$ cat config.mk
export PLATFORM = sky130hd
export DESIGN_NAME = hdmi_init_sequencer
export DESIGN_NICKNAME = d
export VERILOG_FILES = /design/src/rtl/hdmi_init_sequencer.sv
export SDC_FILE = /design/constraint.sdc
export NUM_CORES = 1
export LEC_CHECK = 0
export CORE_ASPECT_RATIO = 0.6
export CORE_MARGIN = 5
export CORE_UTILIZATION = 40
export CTS_CLUSTER_DIAMETER = 80
export DETAILED_ROUTE_END_ITERATION = 8
export PLACE_DENSITY = 0.74
export REMOVE_ABC_BUFFERS = 1
export SETUP_SLACK_MARGIN = 0.4
export SLEW_MARGIN = 20
export SYNTH_ARGS = -nofsm -noshare
export SYNTH_HDL_FRONTEND = slang
export SYNTH_SLANG_ARGS = --single-unit
$ cat constraint.sdc
create_clock -name clock -period 1.92 [get_ports clock]
set_clock_uncertainty 0.15 [all_clocks]
set_input_delay 0.384 -clock clock [delete_from_list [all_inputs] [get_ports clock]]
set_output_delay 0.384 -clock clock [all_outputs]
set_load 0.01 [all_outputs]
$ cat src/rtl/hdmi_init_sequencer.sv
// hdmi_init_sequencer
// Walks a ROM table of HDMI transmitter register writes and issues each one
// to a shared I2C write master once the power-on delay has elapsed and a sink
// is present. A NACKed write is retried after a fixed backoff, up to a bounded
// number of attempts. The whole table is re-run on every hot-plug.
//
// Ports:
//   clock       pixel clock
//   reset       asynchronous active-low reset
//   ready       startup delay elapsed (level, synchronous to clock)
//   hpd         hot-plug detect (asynchronous, synchronized here)
//   tbl_addr    table index to the external ROM
//   tbl_rdata   ROM data {reg[15:8], value[7:0]}, valid one cycle after tbl_addr
//   wr_valid    write request to the I2C master
//   wr_reg      register address, stable while wr_valid
//   wr_data     register value, stable while wr_valid
//   wr_done     one-cycle completion pulse from the master
//   wr_nack     qualifies wr_done: slave NACKed
//   init_done   whole table written and sink present
//   init_error  an entry exhausted its attempts
module hdmi_init_sequencer #(
    parameter int unsigned NUM_ENTRIES = 32,
    parameter int unsigned MAX_RETRIES = 3,
    parameter int unsigned RETRY_DELAY = 1000,
    localparam int unsigned AW = (NUM_ENTRIES > 1) ? $clog2(NUM_ENTRIES) : 1
) (
    input  logic          clock,
    input  logic          reset,
    input  logic          ready,
    input  logic          hpd,
    output logic [AW-1:0] tbl_addr,
    input  logic [15:0]   tbl_rdata,
    output logic          wr_valid,
    output logic [7:0]    wr_reg,
    output logic [7:0]    wr_data,
    input  logic          wr_done,
    input  logic          wr_nack,
    output logic          init_done,
    output logic          init_error
);

    localparam int unsigned RW = $clog2(MAX_RETRIES + 1);
    localparam int unsigned BW = (RETRY_DELAY > 1) ? $clog2(RETRY_DELAY) : 1;

    typedef enum logic [2:0] {
        S_IDLE,
        S_FETCH,
        S_WAIT_ROM,
        S_WRITE,
        S_WAIT_DONE,
        S_BACKOFF,
        S_DONE,
        S_FAIL
    } state_t;

    state_t          state;
    state_t          state_next;
    logic [AW-1:0]   index;
    logic [AW-1:0]   index_next;
    logic [RW-1:0]   retry_cnt;
    logic [RW-1:0]   retry_next;
    logic [RW-1:0]   retry_inc;
    logic [BW-1:0]   bcnt;
    logic [BW-1:0]   bcnt_next;
    logic            abort;
    logic            abort_next;
    logic            wr_valid_next;
    logic [7:0]      wr_reg_next;
    logic [7:0]      wr_data_next;
    logic            hpd_meta;
    logic            hpd_s;
    logic            go;
    logic            last_entry;

    // Two-flop synchronizer for the asynchronous hot-plug detect.
    always_ff @(posedge clock or negedge reset) begin
        if (!reset) begin
            hpd_meta <= 1'b0;
            hpd_s    <= 1'b0;
        end else begin
            hpd_meta <= hpd;
            hpd_s    <= hpd_meta;
        end
    end

    assign go         = ready & hpd_s;
    assign retry_inc  = retry_cnt + RW'(1);
    assign last_entry = (index == AW'(NUM_ENTRIES - 1));

    // The table index doubles as the ROM address; it is already settled
    // while in FETCH so the ROM data is valid during WAIT_ROM.
    assign tbl_addr = index;

    // State, counters and all registered outputs.
    always_ff @(posedge clock or negedge reset) begin
        if (!reset) begin
            state      <= S_IDLE;
            index      <= '0;
            retry_cnt  <= '0;
            bcnt       <= '0;
            abort      <= 1'b0;
            wr_valid   <= 1'b0;
            wr_reg     <= 8'h00;
            wr_data    <= 8'h00;
            init_done  <= 1'b0;
            init_error <= 1'b0;
        end else begin
            state      <= state_next;
            index      <= index_next;
            retry_cnt  <= retry_next;
            bcnt       <= bcnt_next;
            abort      <= abort_next;
            wr_valid   <= wr_valid_next;
            wr_reg     <= wr_reg_next;
            wr_data    <= wr_data_next;
            init_done  <= (state_next == S_DONE);
            init_error <= (state_next == S_FAIL);
        end
    end

    // Next-state and next-output logic.
    always_comb begin
        state_next    = state;
        index_next    = index;
        retry_next    = retry_cnt;
        bcnt_next     = bcnt;
        abort_next    = abort;
        wr_valid_next = 1'b0;
        wr_reg_next   = wr_reg;
        wr_data_next  = wr_data;

        case (state)
            S_IDLE: begin
                index_next = '0;
                retry_next = '0;
                abort_next = 1'b0;
                if (go) begin
                    state_next = S_FETCH;
                end
            end

            S_FETCH: begin
                state_next = go ? S_WAIT_ROM : S_IDLE;
            end

            S_WAIT_ROM: begin
                if (!go) begin
                    state_next = S_IDLE;
                end else begin
                    wr_reg_next  = tbl_rdata[15:8];
                    wr_data_next = tbl_rdata[7:0];
                    state_next   = S_WRITE;
                end
            end

            S_WRITE: begin
                if (!go) begin
                    state_next = S_IDLE;
                end else begin
                    wr_valid_next = 1'b1;
                    state_next    = S_WAIT_DONE;
                end
            end

            // An in-flight write is always seen to completion; a loss of go
            // is remembered and honoured once the master reports done.
            S_WAIT_DONE: begin
                if (!go) begin
                    abort_next = 1'b1;
                end
                if (!wr_done) begin
                    wr_valid_next = 1'b1;
                end else if (abort || !go) begin
                    state_next = S_IDLE;
                end else if (!wr_nack) begin
                    retry_next = '0;
                    if (last_entry) begin
                        state_next = S_DONE;
                    end else begin
                        index_next = index + AW'(1);
                        state_next = S_FETCH;
                    end
                end else begin
                    retry_next = retry_inc;
                    if (retry_inc == RW'(MAX_RETRIES)) begin
                        state_next = S_FAIL;
                    end else begin
                        bcnt_next  = '0;
                        state_next = S_BACKOFF;
                    end
                end
            end

            // wr_valid is raised on the edge that leaves BACKOFF so the bus
            // sees exactly RETRY_DELAY idle cycles between attempts.
            S_BACKOFF: begin
                if (!go) begin
                    state_next = S_IDLE;
                end else if (bcnt == BW'(RETRY_DELAY - 1)) begin
                    wr_valid_next = 1'b1;
                    state_next    = S_WRITE;
                end else begin
                    bcnt_next = bcnt + BW'(1);
                end
            end

            S_DONE: begin
                if (!go) begin
                    state_next = S_IDLE;
                end
            end

            S_FAIL: begin
                if (!go) begin
                    state_next = S_IDLE;
                end
            end

            default: begin
                state_next = S_IDLE;
            end
        endcase
    end

endmodule

== Word-level counts from Yosys, hierarchy flattened ==
Cells that the tools add are included.
W data, S select, Z words.
Operators by class
  bitwise logic cells: 1
  reductions and logical operators: 11
  mux-type cells: 36
  equal/unequal tests: 21
  add/subtract/negate cells: 3
Operators by type and width (count)
  $mux W10: 6
  $mux W3: 9
  $pmux W3 S7: 1
  $mux W5: 4
  $pmux W10 S2: 1
  $eq A3 B3 Y1 const B: 6
  $ne A2 B2 Y1 const B: 9
  $mux W2: 6
  $add A10 B1 Y10 const B: 1
  $eq A10 B10 Y1 const B: 1
  $pmux W5 S2: 1
  $reduce_and A7 Y1: 1
  $eq A3 B2 Y1 const B: 2
  $add A5 B1 Y5 const B: 1
  $eq A5 B5 Y1 const B: 1
  $mux W1: 5
  $reduce_and A5 Y1: 1
  $pmux W2 S2: 1
  $reduce_and A2 Y1: 2
  $reduce_bool A2 Y1: 2
  $eq A3 B1 Y1 const B: 1
  $logic_not A3 Y1: 1
  $pmux W1 S3: 1
  $reduce_and A3 Y1: 1
  7 further kinds: 7
Word-level totals
  output and inout bits: 24
  register bits: 42

== Depth between registers and ports, before layout ==
  depth in word-level cells: 8
  depth in mapped cells: 7

== Least setup slack after synthesis ==
OpenSTA, ideal clock, no wires.
  path kind: reg2reg
  from: register index[0] (netlist: tbl_addr[0])
  to: register index[0] (netlist: tbl_addr[0])
  data required time: 1.645 ns
  buffers on the path: 0
  setup time: 0.125 ns
  stages on the path, launching flop included: 7
  arrival: 1.847 ns
  period minus slack after synthesis: 2.122 ns
  slack: -0.202 ns
  cells stage by stage: dfrtp_1 ha_1 and3_1 ha_1 o41ai_4 nand2_1 mux2_2
On the way
  longest elaborated chain between the ends: 6
  elaborated cells between the ends (all ways): 9
  those cells by class: 1 x add/sub; 2 x eq/ne; 5 x mux; 1 x reduce/logical
Ends and longest elaborated chain
  from (decl): line 58  | logic [AW-1:0] index;
  from (signal assigned): line 109  | index <= index_next;
  $add A5 B1 Y5: line 180  | index_next = index + AW'(1);
  $mux W5: line 177  | if (last_entry) begin
  $mux W5: line 175  | end else if (!wr_nack) begin
  $mux W5: line 173  | end else if (abort || !go) begin
  $mux W5: line 171  | if (!wr_done) begin
  $pmux W5 S2: line 132  | case (state)
Parallel ways exist; a longest one is shown, timed or not. The select of a mux whose other input is x is not followed.
A chain may end at the register's enable or synchronous reset.

== Worst setup path after layout ==
  from: register index[1] (netlist: tbl_addr[1])
  to: register index[0] (netlist: tbl_addr[0])
On the way
  longest elaborated chain between the ends: 3
Ends and longest elaborated chain
  $eq A5 B5 Y1: line 88  | assign last_entry = (index == AW'(NUM_ENTRIES - 1));
  $ne A2 B2 Y1 (no line)
  $reduce_and A5 Y1 (no line)
No other way between the ends.

==> results.cfg <==
[route]
drt_wl_total_mm = 6.11
highest_layer = met4
vias = 1801
route.met2.wl_mm = 2.80
viasPerCell = 5.39
drt_pass1_iterations = 4
met3_length_um = 318
drtIter0Drc = 95
wirelength_met1_mm = 2.94
drc = 0
wire_per_inst_um = 18.3
postRouteAntennaNets = 0

[global_route]
grt_usage = 0.148
grt_pass1_wl_mm = 8.23
antenna_found_initial = 0
grt_overflow_total = 0
first_global_vias = 1670
grt_max_degree = 21

[logic_synthesis]
netlist_area_um2 = 2140
synth_mux_area_frac = 0.133
seq_area_frac_synth = 0.490
synthCells = 183
synth.area.top_cells = dfrtp_1 49%, mux2_4 7.0%, mux2_2 5.8%, o31ai_1 3.5%, ha_1 2.3%
synthDistinctLibCells = 51
ys_seq_elements = 42
synth_top_area_frac = 0.490
synth_area_per_cell_um2 = 11.7
synth_edf_count = 0
synth-xor-area-share = 0.00409
synthSimpleGateAreaFrac = 0.157
yosys.area_share.adder = 0.0234
synth_compound_area_frac = 0.139
synth_area_leader_cell = dfrtp_1
synth_top_family_by_area = simple AND/OR/NAND/NOR gates
async_reset_ff_frac = 1.00
synthFlopType = dfrtp_1
synth_warnings = 0

[clocking]
root_buffer = clkbuf_8
clk_pin_slew_ns = 0.07
cts_made_buffers = 5
ctsLongestPathBuffers = 2
cts_tree = built
insertion_delay_ns = 0.30
clock-sinks = 42
htreeDepth = 2

[floorplan]
rows = 20
fp.dieW_um = 105
coreArea_um2 = 5130
initial_utilization = 0.418
die_h_um = 66.7
dieArea_um2 = 6970
io_pins = 46

[power]
clockPowerShare = 0.372
power_frac_comb = 0.125
seq_power_share = 0.503
internal-power_mw = 1.43
p_per_area_nw_per_um2 = 536
leakage_nw = 1.60
ir_drop_v = 0.000354
p_switching_mw = 0.419
swShare = 0.227

[final_layout]
layout_commonest_cell = dfrtp_1
synthToLayoutAreaGrowth_pct = 60.7
drive_above_1_share = 0.478
layout_common_cells = 40 x dfrtp_1, 30 x buf_4, 19 x mux2_4
fin_nets = 293
largest_reg_flops = 10
final_util = 0.671
diodes = 0
final_area_um2 = 3440
nFillCells = 369

[run_status]
failed_checks = negative setup slack
status = finished, violations left

[placed_design]
io_buffers = 45
gp_congestion = 0.890
dp_hpwl_mm = 3.57
place_area_um2 = 2790

[sta]
period_needed_ns = 1.97
hold_slack_ns = 0.206
max_slew_margin = 0.680
hold_viol = 0
finalSetupViolations = 5
rsz0062_at_grt = yes
slew_viol_final = 0
worst_slew_pin_slew_ns = 0.479
fin_crit_sh = 1.03
fmax_ghz = 0.508
setup_slack_ns = -0.0498

[worst_setup_path]
critPathLaunchType = flop
worstPathArrival_ns = 2.00
critPathKind = flop to flop
end_kind = flop
critPathMaxFanout = 5
crit_required_ns = 1.95

[min_path]
holdCritPathClass = flop to flop

[run]
cap_violations = 0
==> kinds of logic after synthesis <==
logic type                 count (synthesis)
and+or+nand+nor                           59
adders and majority gates                  4
xor gates and xnor gates                   1
AOI/OAI and AO/OA                         38
DFF                                       42
muxes                                     22
buffers and inverters                     17
==> power by group through the flow <==
| stage | Sequential [mW] | Clock (mW) | Combinational, mW |
|---|---|---|---|
| finish | 0.928 | 0.686 | 0.231 |
| global route | 0.931 | 0.741 | 0.249 |
| CTS | 0.925 | 0.703 | 0.209 |
| detailed placement | 0.942 | 0 | 0.200 |
| global placement | 0.942 | 0 | 0.197 |
| floorplan | 0.952 | 0 | 0.0543 |
==> final timing paths <==
check | slack [ns] | end | cells past startpoint | from
max | -0.05 | tbl_addr[0]$_DFFE_PN0P_ | 6 | tbl_addr[1]$_DFFE_PN0P_
min | 0.21 | hpd_s$_DFF_PN0_ | 0 | hpd_meta$_DFF_PN0_
max reg2reg | -0.05 | tbl_addr[0]$_DFFE_PN0P_ | 6 | tbl_addr[1]$_DFFE_PN0P_
min reg2reg | 0.21 | hpd_s$_DFF_PN0_ | 0 | hpd_meta$_DFF_PN0_
max in group asynchronous | 0.72 | wr_reg[6]$_DFFE_PN0P_ | 3 | reset
min in group asynchronous | 0.42 | state[2]$_DFF_PN0_ | 2 | reset
==> synthesized netlist by cell type (3+ instances only) <==
library cell / instances
a31oi_1: 3
and2_1: 3
and3_1: 4
buf_2: 4
buf_6: 4
dfrtp_1: 42
ha_1: 4
inv_1: 6
mux2_2: 11
mux2_4: 10
nand2_1: 9
nand2b_1: 4
nand3_1: 5
nor2_1: 12
nor2b_1: 3
nor3_1: 3
o21ai_0: 5
o31ai_1: 10
==> stage by stage <==
stage	power [mW]	setup TNS, ns	std cells	setup slack (ns)
3_3_place_gp	1.14	-8.75	308	-0.307
5_1_grt	1.92	-0.602	334	-0.124
4_1_cts	1.84	-0.0619	322	-0.0301
6_report	1.84	-0.119	334	-0.0498
2_1_floorplan	1.01	-0.957	172	-0.202
3_5_place_dp	1.14	-8.89	308	-0.303
==> critical path: stages, from the launching register on <==
cell     delay, ns
dfrtp_1       0.39
ha_2          0.19
and3_4        0.15
ha_4          0.17
o41ai_4       0.36
nand2_2       0.14
mux2_4        0.32
==> final cells by class <==
cell class,count,area (um2),share of cell area
flip-flops and latches,42,1050,0.306
well taps,66,82.6,0.0240
repair buffers,87,852,0.247
clock inverters,3,40.0,0.0116
inverters,6,22.5,0.00654
multi-input cells,125,1330,0.385
clock buffers,5,68.8,0.0200
==> layer usage <==
layer / global-route usage / vias up
met1: 0.208 / 895
met2: 0.211 / 52
met3: 0.0416 / 4
met4: 0.0695 / 0
met5: 0 / -
li1: - / 850
==> repair_timing <==
item                                   CTS  global route
gates resized for setup                 79            65
cloned                                   1             2
setup endpoints to repair               63            57
pin swaps                               13            21
buffers inserted                         4            10
endpoints found under the hold margin   18             0
hold buffers                             1             0
No activity file was read; power rests on OpenSTA's default activity.
